===== src/rtl/pwl_act_pkg.sv =====
// pwl_act_pkg: shared types and segment constants for the piecewise-linear
// activation pipeline.
//   mode_t   : per-beat activation select (tanh, sigmoid, relu, identity)
//   seg_t    : magnitude segment chosen in S1, consumed in S2
//   seg_base / seg_shift / seg_bias : segment line parameters for a given
//              fraction width; r = bias + ((m - base) >> shift)
//   sat_val  : saturated magnitude, one LSB below 1.0
//   sat_limit: magnitude at and above which the result saturates (3.0)
package pwl_act_pkg;

    typedef enum logic [1:0] {
        MODE_TANH    = 2'd0,
        MODE_SIGMOID = 2'd1,
        MODE_RELU    = 2'd2,
        MODE_IDENT   = 2'd3
    } mode_t;

    localparam int MODE_W = 2;
    localparam int SEG_W  = 3;

    typedef enum logic [SEG_W-1:0] {
        SEG0    = 3'd0,
        SEG1    = 3'd1,
        SEG2    = 3'd2,
        SEG3    = 3'd3,
        SEG_SAT = 3'd4
    } seg_t;

    // Lower magnitude bound of each segment; the bound of the next segment
    // doubles as the upper limit of the current one.
    function automatic int seg_base(input seg_t seg, input int frac_w);
        case (seg)
            SEG1:    return 1 << (frac_w - 1);   // 0.5
            SEG2:    return 1 << frac_w;         // 1.0
            SEG3:    return 7 << (frac_w - 2);   // 1.75
            default: return 0;
        endcase
    endfunction

    function automatic int seg_shift(input seg_t seg);
        case (seg)
            SEG1:    return 1;
            SEG2:    return 2;
            SEG3:    return 5;
            default: return 0;
        endcase
    endfunction

    function automatic int seg_bias(input seg_t seg, input int frac_w);
        case (seg)
            SEG1:    return 1 << (frac_w - 1);   // 0.5
            SEG2:    return 3 << (frac_w - 2);   // 0.75
            SEG3:    return 15 << (frac_w - 4);  // 0.9375
            default: return 0;
        endcase
    endfunction

    function automatic int sat_val(input int frac_w);
        return (1 << frac_w) - 1;
    endfunction

    function automatic int sat_limit(input int frac_w);
        return 3 << frac_w;                      // 3.0
    endfunction

endpackage


===== src/rtl/pwl_stage_reg.sv =====
// pwl_stage_reg: one valid/ready register slice of the activation pipeline.
//   clk, rst_n            : clock, asynchronous active-low reset
//   up_valid/up_ready     : upstream handshake, up_data is the payload
//   down_valid/down_ready : downstream handshake, down_data is the payload
// Handshake: a beat transfers on a port when valid && ready are both high at
// the rising clock edge; valid never depends on ready, and a presented beat
// stays unchanged until it transfers. The slice loads whenever it is empty or
// its own beat is leaving, so bubbles collapse and ready ripples back
// combinationally.
module pwl_stage_reg #(
    parameter int W = 8
) (
    input  logic         clk,
    input  logic         rst_n,
    input  logic         up_valid,
    output logic         up_ready,
    input  logic [W-1:0] up_data,
    output logic         down_valid,
    input  logic         down_ready,
    output logic [W-1:0] down_data
);

    assign up_ready = !down_valid || down_ready;

    always_ff @(posedge clk or negedge rst_n) begin
        if (!rst_n) begin
            down_valid <= 1'b0;
            down_data  <= '0;
        end else if (up_ready) begin
            down_valid <= up_valid;
            if (up_valid) begin
                down_data <= up_data;
            end
        end
    end

endmodule


===== src/rtl/pwl_act_pipe.sv =====
// pwl_act_pipe: three-stage streaming piecewise-linear activation unit.
//   clk, rst_n          : clock, asynchronous active-low reset
//   in_valid/in_ready   : input handshake; in_mode and in_data travel with it
//   in_mode             : 0 tanh, 1 sigmoid, 2 relu, 3 identity
//   in_data             : LANES signed Q(DATA_W-FRAC_W).FRAC_W words
//   out_valid/out_ready : output handshake
//   out_data            : LANES signed results, same lane packing
// S1 folds the input to sign + magnitude and picks a segment, S2 evaluates
// the segment line, S3 applies the mode-specific output select. The mode
// rides in the top bits of each slice payload.
module pwl_act_pipe
    import pwl_act_pkg::*;
#(
    parameter int DATA_W = 16,
    parameter int FRAC_W = 8,
    parameter int LANES  = 1
) (
    input  logic                    clk,
    input  logic                    rst_n,
    input  logic                    in_valid,
    output logic                    in_ready,
    input  logic [1:0]              in_mode,
    input  logic [LANES*DATA_W-1:0] in_data,
    output logic                    out_valid,
    input  logic                    out_ready,
    output logic [LANES*DATA_W-1:0] out_data
);

    // S1 lane payload: {seg, neg, m, x}; S2 lane payload: {t, x}
    localparam int S1_LW = 2 * DATA_W + 1 + SEG_W;
    localparam int S2_LW = 2 * DATA_W;
    localparam int S1_W  = MODE_W + LANES * S1_LW;
    localparam int S2_W  = MODE_W + LANES * S2_LW;
    localparam int S3_W  = LANES * DATA_W;

    localparam logic [DATA_W-1:0] ONE      = DATA_W'(1 << FRAC_W);
    localparam logic [DATA_W-1:0] LIM0     = DATA_W'(seg_base(SEG1, FRAC_W));
    localparam logic [DATA_W-1:0] LIM1     = DATA_W'(seg_base(SEG2, FRAC_W));
    localparam logic [DATA_W-1:0] LIM2     = DATA_W'(seg_base(SEG3, FRAC_W));
    localparam logic [DATA_W-1:0] LIM3     = DATA_W'(sat_limit(FRAC_W));
    localparam logic [DATA_W-1:0] SAT_R    = DATA_W'(sat_val(FRAC_W));
    localparam logic [DATA_W-1:0] MOST_NEG = {1'b1, {(DATA_W-1){1'b0}}};
    localparam logic [DATA_W-1:0] MAX_POS  = ~MOST_NEG;

    mode_t             in_mode_e;
    mode_t             s2_mode;
    logic [S1_W-1:0]   s1_d_in, s1_d;
    logic [S2_W-1:0]   s2_d_in, s2_d;
    logic [S3_W-1:0]   s3_d_in;
    logic              s1_valid, s2_valid;
    logic              s2_ready, s3_ready;

    assign in_mode_e = mode_t'(in_mode);
    assign s2_mode   = mode_t'(s2_d[S2_W-1 -: MODE_W]);

    assign s1_d_in[S1_W-1 -: MODE_W] = in_mode;
    assign s2_d_in[S2_W-1 -: MODE_W] = s1_d[S1_W-1 -: MODE_W];

    for (genvar l = 0; l < LANES; l++) begin : g_lane
        // ---- S1: fold to sign/magnitude, pick segment ----
        logic signed [DATA_W-1:0] x, xs;
        logic        [DATA_W-1:0] m;
        logic                     neg;
        seg_t                     seg;

        always_comb begin
            x   = in_data[l*DATA_W +: DATA_W];
            xs  = (in_mode_e == MODE_SIGMOID) ? (x >>> 1) : x;
            neg = xs[DATA_W-1];
            // -MOST_NEG is not representable; clamp to the largest magnitude
            if (xs == MOST_NEG) begin
                m = MAX_POS;
            end else if (neg) begin
                m = -xs;
            end else begin
                m = xs;
            end
            if (m < LIM0) begin
                seg = SEG0;
            end else if (m < LIM1) begin
                seg = SEG1;
            end else if (m < LIM2) begin
                seg = SEG2;
            end else if (m < LIM3) begin
                seg = SEG3;
            end else begin
                seg = SEG_SAT;
            end
        end

        assign s1_d_in[l*S1_LW +: S1_LW] = {seg, neg, m, x};

        // ---- S2: segment line on the magnitude, then reapply the sign ----
        logic [SEG_W-1:0]  s1_seg_raw;
        seg_t              s1_seg;
        logic              s1_neg;
        logic [DATA_W-1:0] s1_m, s1_x, r, t;

        assign {s1_seg_raw, s1_neg, s1_m, s1_x} = s1_d[l*S1_LW +: S1_LW];
        assign s1_seg = seg_t'(s1_seg_raw);

        always_comb begin
            if (s1_seg == SEG_SAT) begin
                r = SAT_R;
            end else begin
                r = DATA_W'(seg_bias(s1_seg, FRAC_W))
                  + ((s1_m - DATA_W'(seg_base(s1_seg, FRAC_W))) >> seg_shift(s1_seg));
            end
            // Negating the magnitude result keeps tanh exactly odd-symmetric
            t = s1_neg ? -r : r;
        end

        assign s2_d_in[l*S2_LW +: S2_LW] = {t, s1_x};

        // ---- S3: mode-specific output select ----
        logic [DATA_W-1:0] s2_t, s2_x, sum, y;

        assign {s2_t, s2_x} = s2_d[l*S2_LW +: S2_LW];

        always_comb begin
            // t lies in (-1, 1), so t + 1.0 is non-negative and fits
            sum = s2_t + ONE;
            case (s2_mode)
                MODE_TANH:    y = s2_t;
                MODE_SIGMOID: y = sum >> 1;
                MODE_RELU:    y = s2_x[DATA_W-1] ? '0 : s2_x;
                default:      y = s2_x;
            endcase
        end

        assign s3_d_in[l*DATA_W +: DATA_W] = y;
    end

    pwl_stage_reg #(.W(S1_W)) u_s1 (
        .clk        (clk),
        .rst_n      (rst_n),
        .up_valid   (in_valid),
        .up_ready   (in_ready),
        .up_data    (s1_d_in),
        .down_valid (s1_valid),
        .down_ready (s2_ready),
        .down_data  (s1_d)
    );

    pwl_stage_reg #(.W(S2_W)) u_s2 (
        .clk        (clk),
        .rst_n      (rst_n),
        .up_valid   (s1_valid),
        .up_ready   (s2_ready),
        .up_data    (s2_d_in),
        .down_valid (s2_valid),
        .down_ready (s3_ready),
        .down_data  (s2_d)
    );

    pwl_stage_reg #(.W(S3_W)) u_s3 (
        .clk        (clk),
        .rst_n      (rst_n),
        .up_valid   (s2_valid),
        .up_ready   (s3_ready),
        .up_data    (s3_d_in),
        .down_valid (out_valid),
        .down_ready (out_ready),
        .down_data  (out_data)
    );

endmodule


===== config.mk =====
export PLATFORM = sky130hd
export DESIGN_NAME = pwl_act_pipe
export DESIGN_NICKNAME = d
export VERILOG_FILES = /design/src/rtl/pwl_act_pkg.sv /design/src/rtl/pwl_stage_reg.sv /design/src/rtl/pwl_act_pipe.sv
export SDC_FILE = /design/constraint.sdc
export NUM_CORES = 1
export LEC_CHECK = 0
export ABC_AREA = 1
export BUFFER_PORTS_ARGS = -buffer_cell sky130_fd_sc_hd__buf_4
export CAP_MARGIN = 10
export CORE_UTILIZATION = 35
export CTS_CLUSTER_SIZE = 40
export DETAILED_ROUTE_END_ITERATION = 8
export PLACE_DENSITY = 0.6
export SLEW_MARGIN = 40
export SYNTH_ARGS = -nofsm -noshare
export SYNTH_HDL_FRONTEND = slang
export SYNTH_SLANG_ARGS = --single-unit
export TNS_END_PERCENT = 5

===== constraint.sdc =====
create_clock -name clk -period 6.5 [get_ports clk]
set_clock_uncertainty 0.1 [all_clocks]
set_input_delay 0.65 -clock clk [delete_from_list [all_inputs] [get_ports clk]]
set_output_delay 0.65 -clock clk [all_outputs]
set_load 0.02 [all_outputs]

Word level (Yosys, flattened, before mapping)

Index checks and enable logic that the tools add are counted.

Register bits after elaboration: 91
Logic and storage cells: 51

Add/subtract/negate cells: 5
Order comparisons: 4
Equal/unequal tests: 8
Shifts and indexed selects: 1
Muxes and demuxes: 17
Reductions and logical operators: 10

Operator list:

| cell                                                 | count |
|---|---|
| 2-to-1 mux 16 bit                                    | 6 |
| case mux 16 bit (3 select lines)                     | 1 |
| < comparator 16 x 9 -> 1 bit, second input constant  | 2 |
| 2-to-1 mux 32 bit                                    | 1 |
| negation 16 bit                                      | 2 |
| right shift 16 x 32 -> 16 bit                        | 1 |
| 2-to-1 mux 15 bit                                    | 2 |
| case mux 9 bit (3 select lines)                      | 1 |
| case mux 8 bit (3 select lines)                      | 1 |
| adder 16 bit                                         | 1 |
| adder 16 x 9 -> 16 bit, second input constant        | 1 |
| == test 16 bit, second input constant                | 1 |
| < comparator 16 x 10 -> 1 bit, second input constant | 1 |
| < comparator 16 x 8 -> 1 bit, second input constant  | 1 |
| subtractor 16 bit                                    | 1 |
| 2-to-1 mux 3 bit                                     | 4 |
| case mux 3 bit (3 select lines)                      | 1 |
| == test 3 x 2 -> 1 bit, second input constant        | 2 |
| AND reduction 2 bit                                  | 3 |
| == test 2 x 1 -> 1 bit, second input constant        | 2 |
| == test 3 x 1 -> 1 bit, second input constant        | 1 |
| == test 3 bit, second input constant                 | 1 |
| logical NOT 1 bit                                    | 3 |
| logical OR 1 bit                                     | 3 |
| 2 further kinds                                      | 2 |

Longest topological paths before layout

Gate-level depths: netlist (run 1).

Word-level depth: 10
Mapped depth: 34
Depth with buffers taken out: 33

By module

Synthesis (run 1) repeated with hierarchy kept, for this count alone.

Cells, all modules: 1004
Area, all modules: 6666.4 sq um

Modules (own cells, without submodules):

| module                | times used | cells each | area an instance (sq um) | sequential area each (sq um) |
|---|---|---|---|---|
| pwl_act_pipe          | 1          | 611        | 2992.9                   | 0.0 |
| pwl_stage_reg at u_s1 | 1          | 169        | 1551.5                   | 975.9 |
| pwl_stage_reg at u_s2 | 1          | 151        | 1407.6                   | 875.8 |
| pwl_stage_reg at u_s3 | 1          | 73         | 714.4                    | 425.4 |

Least setup slack after synthesis (run 1)

No wires, ideal clock.

Path type: reg-to-reg
Start: register u_s1.down_data[34]
End: register u_s2.down_data[30]
Data arrival time: 3726 ps
Path slack: 2557 ps
Stages on the path, launching flop included: 30
Path buffers: 1
Period minus slack after synthesis: 3943 ps
Cells stage by stage: dfrtp_1 > inv_2 > nor2_4 > inv_4 > nor2_4 > buf_6 > ha_1 > inv_1 > fa_1 > nand2_1 > nand3_1 > o21ai_0 > nand3_1 > nand2_1 > nand2_1 > nand2_1 > o21ai_0 > ha_1 > a21oi_1 > nand2_1 > nand2_2 > inv_1 > nor3_2 > nor2_1 > nand2_1 > nand2_2 > nand3_1 > nand2_1 > nand3_1 > nand2_1

Cells in the longest elaborated chain, start to end: 9
Elaborated cells on any way between the ends: 16
Classes of those cells: 3 x add/sub; 4 x eq/ne; 1 x shift; 8 x mux

Ends and longest elaborated chain:

| item                                                                    | RTL line                                                | text |
|---|---|---|
| start: declaration                                                      | pwl_stage_reg.sv:20                                     | `output logic [W-1:0] down_data` |
| start signal: assignment                                                | pwl_stage_reg.sv:32                                     | `down_data <= up_data;` |
| == test 3 x 2 -> 1 bit / == test 3 x 1 -> 1 bit (equally long branches) | pwl_act_pkg.sv:32, pwl_act_pkg.sv:41, pwl_act_pkg.sv:50 |  |
| case mux 9 bit (3 select lines)                                         | pwl_act_pkg.sv:32                                       | `case (seg)` |
| 2-to-1 mux 16 bit                                                       | pwl_act_pipe.sv:103                                     | `if (s1_seg == SEG_SAT) begin` |
| subtractor 16 bit                                                       | pwl_act_pipe.sv:107                                     | `+ ((s1_m - DATA_W'(seg_base(s1_seg, FRAC_W))) >> seg_shift(s1_seg));` |
| right shift 16 x 32 -> 16 bit                                           | pwl_act_pipe.sv:107                                     |  |
| adder 16 bit                                                            | pwl_act_pipe.sv:107                                     |  |
| 2-to-1 mux 16 bit (*)                                                   | pwl_act_pipe.sv:103                                     |  |
| negation 16 bit                                                         | pwl_act_pipe.sv:110                                     | `t = s1_neg ? -r : r;` |
| 2-to-1 mux 16 bit (*)                                                   | pwl_act_pipe.sv:110                                     |  |
| end signal: assignment                                                  | pwl_stage_reg.sv:32                                     |  |
| end: declaration                                                        | pwl_stage_reg.sv:20                                     |  |

Every way passes the cells marked *; elsewhere a longest branch is shown, timed or not. The select of a mux whose other input is x is not followed.
A chain may end at the register's enable or synchronous reset.

Final worst setup path (run 1)

Start: register u_s1.down_data[34]
End: register u_s2.down_data[29]

Same word-level chain as after synthesis.

==> run_results.csv, run 1 <==
group,metric,value,unit
routing,drc,0,
cts,htree_levels,3,
layout,final-seq-area,2252,um^2
worst_hold_path,hold_path.class,"in -> async",
global_routing,grt_first_pass_wirelength,25790,um
timing,max_freq,221.5,MHz
synthesis,netlist-cell-type-count,49,
setup_path,r2r_cells,28,
routing,wl_per_cell,13.66,um
cts,cts_resized,0,
cts,cts_made_buffers,9,
synthesis,synthesis.nets,901,
timing,slew_viol_final,0,
timing,hold_violations,0,
floorplan,coreArea,16640,um^2
cts,cts_tree,"built",
synthesis,yosysSeqAreaShare,37.53,%
synthesis,synth_top_family_by_area,"simple AND/OR/NAND/NOR gates",
timing,worst_slew_pin_slew,0.7460,ns
cts,hold_buffers,0,
routing,drtAntennaViolNets,0,
global_routing,grt_max_degree,52,
setup_path,r2r-end,"u_s2.down_data[29]$_DFFE_PN0P_",
power,leakage,3.359,nW
layout,fin_nets,924,
setup_path,critPathRequiredTime,6.63,ns
setup_path,r2r_start,"u_s1.down_data[34]$_DFFE_PN0P_",
timing,fin_setup_tns,0,ns
cts,post_cts_buffers,0,
global_routing,grt_overflow,0,
layout,drive_above_1_share,11.71,%
routing,first_pass_iters,5,
synthesis,syn_avg_cell_area,6.905,um^2
synthesis,yosys.area_share.simple,34.24,%
timing,rsz0062_at_grt,"no",
timing,period_needed,4.516,ns
synthesis,ys_ff_latch,90,
global_routing,antenna_found_initial,0,
synthesis,syn_area,6001,um^2
power,total_power,2.281,mW
layout,layout_common_cells,"281 x nand2_1, 91 x inv_1, 90 x dfrtp_1, 74 x o21ai_0, 69 x nor2_1",
run,cap_viol_max_count,0,
setup_path,endpoint_kind,"register",
power,p_per_area,339.2,nW/um^2
floorplan,dieArea,17670,um^2
cts,clk_pin_slew,0.07,ns
place,hpwlAfterDp,11740,um
synthesis,synth-xor-area-share,3.232,%
setup_path,worstPathMaxFanout,13,
outcome,run_status,"complete, no violations",
floorplan,io_pins,40,
floorplan,start_util,36.06,%
synthesis,yosysWarnings,0,
power,vdd_drop_max,159.4,uV
layout,diodes,0,
global_routing,grt_use_total,18.17,%
setup_path,startpoint_type,"register",
timing,period_share,69.47,%
routing,drt_iter0_markers,364,
routing,routed_wl,15260,um
setup_path,slowest_delay,0.44,ns
place,portBuffers,39,
setup_path,r2r_slack,1.98,ns
synthesis,synth_cells,869,
synthesis,synth_fa_ha_area_share,2.210,%
setup_path,crit_arrival,4.64,ns
layout,layout_commonest_cell,"nand2_1",
place,gp_congestion,0.8795,
floorplan,die_x,132.9,um
floorplan,die_h,132.9,um
setup_path,path_class,"reg -> reg",
layout,nFillCells,1786,
setup_path,slowest_stage,"dfrtp_1",
layout,multi_input_area,3203,um^2
setup_path,cpMostUsedCell,"nand2_1",
layout,syn2layout_area_growth,12.05,%
routing,vias,5469,
floorplan,row_count,47,
cts,cts_buffer_depth,2,
global_routing,grt_pass1_vias,5117,
timing,setup_viol,0,
cts,clkSinkCount,90,
synthesis,synth_compound_area_share,13.51,%
routing,avgViaCountPerCell,4.896,
cts,clockRootBuffer,"clkbuf_16",
synthesis,synthMuxAreaShare,0,%
cts,clkLatencyLatePin,0.34,ns
timing,slew_headroom,49.96,%
-- sequential cells by signal (all words and copies together), names as in the netlist --
signal,cells
u_s1.down_data,37
u_s2.down_data,34
u_s3.down_data,16
u_s1.down_valid,1
u_s2.down_valid,1
u_s3.down_valid,1
-- worst max path at each step --
stage	end	depth (start not counted)	slack [ns]	from
global route	u_s2.down_data[29]$_DFFE_PN0P_	31	1.39	u_s1.down_data[34]$_DFFE_PN0P_
global placement	u_s2.down_data[31]$_DFFE_PN0P_	28	2.07	u_s1.down_data[34]$_DFFE_PN0P_
detailed placement	u_s2.down_data[29]$_DFFE_PN0P_	28	2.00	u_s1.down_data[34]$_DFFE_PN0P_
finish	u_s2.down_data[29]$_DFFE_PN0P_	28	1.98	u_s1.down_data[34]$_DFFE_PN0P_
CTS	u_s2.down_data[29]$_DFFE_PN0P_	28	1.99	u_s1.down_data[34]$_DFFE_PN0P_
floorplan	u_s2.down_data[30]$_DFFE_PN0P_	29	2.56	u_s1.down_data[34]$_DFFE_PN0P_
-- layout make-up --
class	instances	area share, %
multi-input combinational	646	47.64
sequential	90	33.49
inverter	103	5.787
timing repair buffer	42	4.689
tap	220	4.094
clock buffer	12	3.815
clock inverter	4	0.4838
-- metrics by stage --
stage	instances	setup WS, ns	area, um^2	utilization, %	hold slack [ns]
final	1117	1.984	6724	40.40	0.1802
after global routing	1117	1.386	6724	40.40	0.2211
after CTS	1117	1.993	6719	40.37	0.1968
after detailed placement	1101	1.999	6430	38.64	0.3695
after global placement	1101	2.065	6424	38.60	0.3546
after floorplan	869	2.557	6001	-	0.2544
-- power by group --
group,switching [mW],internal [mW]
logic,0.566,0.312
registers,0.157,0.744
clock network,0.218,0.283
total,0.941,1.34
-- worst max-delay path: cells and delay by family, from the launching register on --
| kind | cells | cell delay (ns) |
|---|---|---|
| AOI/OAI and AO/OA | 2 | 0.28 |
| xor gates and xnor gates | 1 | 0.26 |
| adders and majority gates | 3 | 1.05 |
| buffers and inverters | 5 | 0.38 |
| DFF | 1 | 0.44 |
| and+or+nand+nor | 17 | 1.88 |
-- per-layer routing --
metal / vias to the layer above / global-route usage [%] / wire (um)
met5: - / 0 / 0
met4: 0 / 4.534 / 153
met3: 9 / 2.490 / 526
met2: 108 / 28.68 / 6844
met1: 2488 / 26.07 / 7733
li1: 2864 / - / -
-- synth_stat cells, drive strengths merged --
cell type	number	area, um^2
nand2	293	1137
inv	101	381.6
dfrtp	90	2252
o21ai	87	439.2
nor2	80	342.8
nand3	71	375.4
a21oi	20	100.1
clkbuf	16	60.06
buf	14	107.6
nand4	14	87.58
xor2	12	123.9
a31oi	9	56.30
ha	9	112.6
xnor2	8	70.07
nor3	7	45.04
a22oi	5	37.54
nand3b	5	41.29
o211ai	5	42.54
o2111ai	4	41.29
o31ai	3	22.52
or2	3	18.77
a221oi	2	17.52
clkinv	2	7.510
o22ai	2	12.51
a31o	1	8.760
a32oi	1	8.760
a41oi	1	8.760
fa	1	20.02
nand2b	1	6.260
o21a	1	7.510
o21bai	1	7.510
-- cell families (layout without fill, tap and decap cells) --
| kind of cell | count (synthesis) | count (layout) |
|---|---|---|
| buf+inv | 133 | 161 |
| compound gates | 142 | 142 |
| xor+xnor | 20 | 20 |
| simple gates | 474 | 474 |
| fa+ha+maj | 10 | 10 |
| flops | 90 | 90 |
No activity file was read; power rests on OpenSTA's default activity.
==> run 2, diff against run 1 <==
- PLACE_DENSITY: 0.6 -> 0.62
- clock period: 6.5 -> 3.9 ns (I/O delays scaled with it)
==> run 2 against run 1 <==
Net effect:
- critical path depth unchanged
- sequential share of layout area is 1.8 points lower
- combinational power grew 76%
- hold slack worse by 0.019 ns
- setup slack worse by 2.0 ns
- the flow now finishes with violations (negative setup slack)
- die area stayed put
- clock power grew 96%
- first-iteration DRC count grew 4.4%
- wire length grew 2.3%
- power rose by 77%
- critical path type unchanged
- sequential power is 66% higher
==> run_results.csv, run 2 (same netlist as run 1, synthesis figures left out) <==
group,metric,value,unit
place,place_ws,0.001349,ns
global_routing,grt_overflow,0,
layout,syn2layout_area_growth,18.31,%
setup_path,endpoint_kind,"register",
timing,max_freq,256.2,MHz
routing,drtAntennaViolNets,0,
floorplan,die_h,132.9,um
global_routing,grt_use_total,18.27,%
cts,cts_made_buffers,9,
cts,clkSinkCount,90,
floorplan,coreArea,16640,um^2
layout,layout_commonest_cell,"nand2_1",
timing,setup_ws,-0.003284,ns
routing,first_pass_iters,5,
global_routing,grt_pass1_vias,5199,
routing,routed_wl,15610,um
floorplan,row_count,47,
timing,slew_headroom,54.01,%
floorplan,die_x,132.9,um
place,portBuffers,39,
timing,worst_slew_pin_slew,0.6856,ns
layout,drive_above_1_share,16.81,%
timing,holdWs,0.1613,ns
layout,fin_nets,950,
power,p_per_area,568.4,nW/um^2
cts,clockRootBuffer,"clkbuf_16",
setup_path,startpoint_type,"register",
run,cap_viol_max_count,0,
layout,diodes,0,
worst_hold_path,hold_path.class,"in -> reg",
cts,clkLatencyLatePin,0.34,ns
timing,hold_violations,0,
power,total_power,4.035,mW
layout,largest_reg_flops,37,
timing,period_share,100.1,%
floorplan,start_util,36.06,%
place,gp_congestion,0.8609,
outcome,violations,"negative setup slack",
timing,setup_viol,1,
cts,htree_levels,3,
routing,drc,0,
layout,top_regs,"u_s1.down_data (37), u_s2.down_data (34), u_s3.down_data (16)",
setup_path,critPathRequiredTime,4.02,ns
layout,regMostFlops,"u_s1.down_data",
global_routing,grt_max_degree,74,
routing,vias,5628,
cts,cts_buffer_depth,2,
place,hpwlAfterDp,11830,um
setup_path,slowest_stage,"dfrtp_1",
setup_path,cpMostUsedCell,"nand2_1",
setup_path,slowest_delay,0.42,ns
layout,layout_common_cells,"275 x nand2_1, 90 x dfrtp_1, 88 x inv_1, 71 x o21ai_0, 68 x nor2_1",
setup_path,path_class,"reg -> reg",
setup_path,crit_arrival,4.02,ns
cts,cts_tree,"built",
cts,clk_pin_slew,0.06,ns
routing,avgViaCountPerCell,4.928,
global_routing,antenna_found_initial,0,
power,leakage,3.537,nW
global_routing,grt_first_pass_wirelength,25880,um
timing,slew_viol_final,0,
floorplan,dieArea,17670,um^2
setup_path,worstPathMaxFanout,4,
timing,period_needed,3.903,ns
floorplan,io_pins,40,
timing,rsz0062_at_grt,"yes",
outcome,run_status,"finished, violations left",
routing,wl_per_cell,13.67,um
power,vdd_drop_max,262.4,uV
routing,drt_iter0_markers,380,
[run 2: report_power, final]
group / internal (mW) / switching (mW)
Sequential: 1.24 / 0.259
Combinational: 0.571 / 0.982
Clock: 0.623 / 0.359
Total: 2.43 / 1.60
[run 2: critical path: cells and delay by family (launching register included)]
kind	cells	cell delay, ns
fa+ha+maj	3	0.89
buf+inv	3	0.15
flops	1	0.42
simple gates	19	1.76
compound gates	3	0.47
[run 2: layout make-up]
type	instances	area [um^2]
timing repair buffer	68	516.7
tap	220	275.3
clock buffer	10	229.0
multi-input combinational	646	3333
sequential	90	2252
fill	1722	9543
clock inverter	5	103.9
inverter	103	389.1
[run 2: path summary, 6_finish.rpt]
kind	start	endpoint	slack, ns	cells after the start
max in group asynchronous	rst_n	u_s1.down_data[26]$_DFFE_PN0P_	2.43	3
min in group asynchronous	rst_n	u_s3.down_data[11]$_DFFE_PN0P_	0.51	2
setup reg to reg	u_s1.down_data[35]$_DFFE_PN0P_	u_s2.down_data[29]$_DFFE_PN0P_	-0.003	28
hold reg to reg	u_s1.down_data[12]$_DFFE_PN0P_	u_s2.down_data[12]$_DFFE_PN0P_	0.37	2
hold / removal	in_mode[0]	u_s1.down_data[36]$_DFFE_PN0P_	0.16	3
setup / recovery	u_s1.down_data[35]$_DFFE_PN0P_	u_s2.down_data[29]$_DFFE_PN0P_	-0.003	28
[run 2: stage by stage]
stage	instance area, um^2	TNS [ns]	std cells	util, %
after detailed placement	6575	0	1118	39.51
final	7099	-0.003284	1142	42.66
after global routing	7099	-1.491	1142	42.66
after CTS	6930	0	1135	41.64
after floorplan	6012	0	869	-
after global placement	6563	0	1118	39.43
[run 2: repair_timing]
action	CTS	global route
gates resized for setup	1	31
pin swaps	1	27
hold buffers	1	0
setup endpoints to repair	2	8
buffers inserted	1	7
hold endpoints to repair	47	0
[run 2: metal layers]
metal,share of wire (%),global-route usage [%]
met1,49,25.34
met2,46,29.32
met3,3.4,3.563
met4,1.4,4.087
met5,0,0
==> run 3, diff against run 2 <==
- ABC_AREA: 1 -> default
==> run 3 against run 2 <==
Net effect:
- combinational power fell by 14%
- synthesized area up 2.0%
- global-route usage shrank 0.17 points
- the flow finishes with violations (negative hold slack, negative setup slack)
- setup slack lost 0.95 ns
- sequential power down 8%
- wire length rose by 1.5%
- non-clock buffer count grew 68
- critical path type unchanged
- clock power decreased by 12%
- cell count is 7.3% lower
- final area increased by 7.9%
==> run_results.csv, run 3 <==
group,metric,value,unit
outcome,run_status,"finished, violations left",
outcome,violations,"negative hold slack, negative setup slack",
setup_path,crit_arrival,4.98,ns
timing,hold_violations,26,
timing,worst_slew_pin_slew,0.8244,ns
global_routing,grt_pass1_vias,5172,
layout,regMostFlops,"u_s1.down_data",
synthesis,async_flop_share,100.0,%
routing,first_pass_iters,4,
layout,fin_nets,866,
layout,final_util,45.54,%
layout,nFillCells,1699,
routing,avgViaCountPerCell,5.170,
power,sw_frac_of_total,37.47,%
layout,syn2layout_area_growth,25.09,%
layout,layout_common_cells,"140 x nand2_1, 134 x buf_4, 89 x dfrtp_1, 62 x o21ai_0, 57 x nor2_1",
layout,fin_area,7660,um^2
power,pwr-share-clk,24.0,%
power,internal_power,2.240,mW
synthesis,synth_area_leaders,"dfrtp_1 37%, nand2_1 8.8%, o21ai_0 5.4%",
place,place_ws,-0.7952,ns
setup_path,r2r_slack,-0.96,ns
global_routing,grt_use_total,18.11,%
setup_path,r2r_cells,23,
cts,hold_buffers,0,
layout,top_regs,"u_s1.down_data (37), u_s2.down_data (34), u_s3.down_data (16)",
timing,slew_viol_final,0,
layout,diodes,0,
synthesis,synth.most_common_cell,"nand2_1",
timing,setup_ws,-0.9577,ns
synthesis,yosysWarnings,0,
floorplan,io_pins,40,
synthesis,yosysSeqAreaShare,36.78,%
worst_hold_path,hold_path.class,"in -> async",
synthesis,synthMuxAreaShare,6.273,%
cts,cts_buffer_depth,2,
power,total_power,3.582,mW
setup_path,worstPathMaxFanout,3,
power,p_seq_share,38.6,%
cts,htree_levels,3,
layout,drive_above_1_share,26.58,%
setup_path,slowest_delay,0.42,ns
timing,setup_viol,9,
cts,clkSinkCount,90,
global_routing,antenna_found_initial,0,
global_routing,grt_overflow,0,
synthesis,syn_area,6123,um^2
synthesis,synthesis.nets,767,
power,p_per_area,467.6,nW/um^2
routing,drc,0,
synthesis,ys_top_cells_by_count,"143 x nand2_1, 90 x dfrtp_1, 66 x o21ai_0",
setup_path,path_class,"reg -> reg",
routing,drt_iter0_markers,332,
timing,rsz0062_at_grt,"yes",
setup_path,startpoint_type,"register",
power,leakage,3.344,nW
setup_path,path_cells,"nand3b_1 -> inv_2 -> ha_4 -> inv_2 -> fa_2 -> a211o_1 -> nand2_1 -> a21oi_2 -> a2111o_1 -> mux2_4 -> o21ai_4 -> ha_4 -> and3_4 -> a31o_1 -> a311o_1 -> nand3_2 -> buf_6 -> o21ai_1 -> or3b_4 -> nand4_1 -> o31ai_4 -> xnor2_1 -> o21ai_1",
layout,largest_reg_flops,37,
floorplan,row_count,47,
place,gp_congestion,0.8616,
place,portBuffers,39,
timing,slew_headroom,44.62,%
synthesis,synth_top_area_share,36.78,%
synthesis,yosys.area_share.simple,23.09,%
floorplan,dieArea,18030,um^2
layout,layout_commonest_cell,"nand2_1",
timing,period_share,124.6,%
synthesis,synth-xor-area-share,5.272,%
place,hpwlAfterDp,11920,um
layout,instances_no_fill,1059,
routing,drtAntennaViolNets,0,
place,place_inst,1037,
synthesis,synth_fa_ha_area_share,2.166,%
power,vdd_drop_max,260.0,uV
power,p_comb_share,37.4,%
synthesis,synth_top_family_by_area,"simple AND/OR/NAND/NOR gates",
setup_path,cp_num_buf_inv,3,
routing,routed_wl,15850,um
run,cap_viol_max_count,0,
synthesis,ys.flop_type,"dfrtp_1",
routing,wl_per_cell,14.97,um
floorplan,coreArea,16820,um^2
synthesis,synth_compound_area_share,21.68,%
timing,fin_setup_tns,-6.105,ns
timing,max_freq,205.9,MHz
synthesis,synth-edff-count,0,
setup_path,slowest_stage,"a2111o_1",
cts,clockRootBuffer,"clkbuf_16",
global_routing,grt_max_degree,80,
timing,holdWs,-0.05467,ns
routing,vias,5475,
synthesis,yosysTopAreaCell,"dfrtp_1",
place,place_area,7208,um^2
timing,period_needed,4.858,ns
setup_path,critPathRequiredTime,4.02,ns
cts,cts_tree,"built",
cts,clk_pin_slew,0.07,ns
synthesis,syn_avg_cell_area,8.331,um^2
power,p_switching,1.342,mW
cts,cts_made_buffers,9,
setup_path,endpoint_kind,"register",
setup_path,r2r_start,"u_s1.down_data[35]$_DFFE_PN0P_",
setup_path,r2r-end,"u_s2.down_data[31]$_DFFE_PN0P_",
synthesis,netlist-cell-type-count,81,
setup_path,critical-path-top-delay-family,"compound AO/OA/AOI/OAI gates",
floorplan,start_util,36.41,%
floorplan,die_h,134.3,um
synthesis,synth_cells,735,
floorplan,die_x,134.3,um
global_routing,grt_first_pass_wirelength,26450,um
synthesis,ys_ff_latch,90,
cts,clkLatencyLatePin,0.34,ns
## run 3: cell type report
cell class	instances	area [um^2]	area share [%]
multi-input combinational	582	3740	48.82
clock buffer	9	225.2	2.940
timing repair buffer	136	1028	13.43
inverter	15	56.30	0.7351
tap	220	275.3	3.594
sequential	90	2253	29.42
clock inverter	7	81.33	1.062
## run 3: timing repair
item | 4_1_cts | 5_1_grt
resized for setup | 7 | 11
setup endpoints to repair | 9 | 10
pin swaps | 5 | 13
setup buffers | 0 | 6
## run 3: worst max path at each step
stage | start | endpoint | cells past startpoint
after detailed placement | u_s1.down_data[35]$_DFFE_PN0P_ | u_s2.down_data[31]$_DFFE_PN0P_ | 23
after CTS | u_s1.down_data[35]$_DFFE_PN0P_ | u_s2.down_data[31]$_DFFE_PN0P_ | 23
after global routing | u_s1.down_data[35]$_DFFE_PN0P_ | u_s2.down_data[31]$_DFFE_PN0P_ | 23
final | u_s1.down_data[35]$_DFFE_PN0P_ | u_s2.down_data[31]$_DFFE_PN0P_ | 23
after global placement | u_s1.down_data[35]$_DFFE_PN0P_ | u_s2.down_data[29]$_DFFE_PN0P_ | 22
after floorplan | u_s1.down_data[35]$_DFFE_PN0P_ | u_s2.down_data[30]$_DFFE_PN0P_ | 23
## run 3: cell families after synthesis
kind of cell,after synthesis
adder cells (fa/ha/maj),10
multiplexers,36
flip-flops,90
AND/OR/NAND/NOR,299
AO/OA/AOI/OAI,201
XOR/XNOR,36
buffers and inverters,63
## run 3: power by group through the flow
stage / Clock (mW) / Sequential [mW] / Combinational [mW]
6_report: 0.860 / 1.38 / 1.34
5_1_grt: 0.915 / 1.42 / 1.49
4_1_cts: 0.878 / 1.38 / 1.32
3_5_place_dp: 0 / 1.40 / 1.31
3_3_place_gp: 0 / 1.39 / 1.29
2_1_floorplan: 0 / 1.38 / 0.811
## run 3: worst reg2reg max path, delay by kind of cell (launching register included)
kind                       cells  cell delay, ns
AOI/OAI and AO/OA              9            1.84
xor gates and xnor gates       1            0.14
adders and majority gates      3            0.70
buffers and inverters          3            0.24
DFF                            1            0.39
muxes                          1            0.30
and+or+nand+nor                6            1.05
## run 3: layer usage
metal	track usage (%)	vias up	share of wire [%]
met1	26.57	2564	49
met2	28.64	91	46
met5	0	-	0
li1	-	2810	-
met3	2.608	10	3.6
met4	2.747	0	0.62
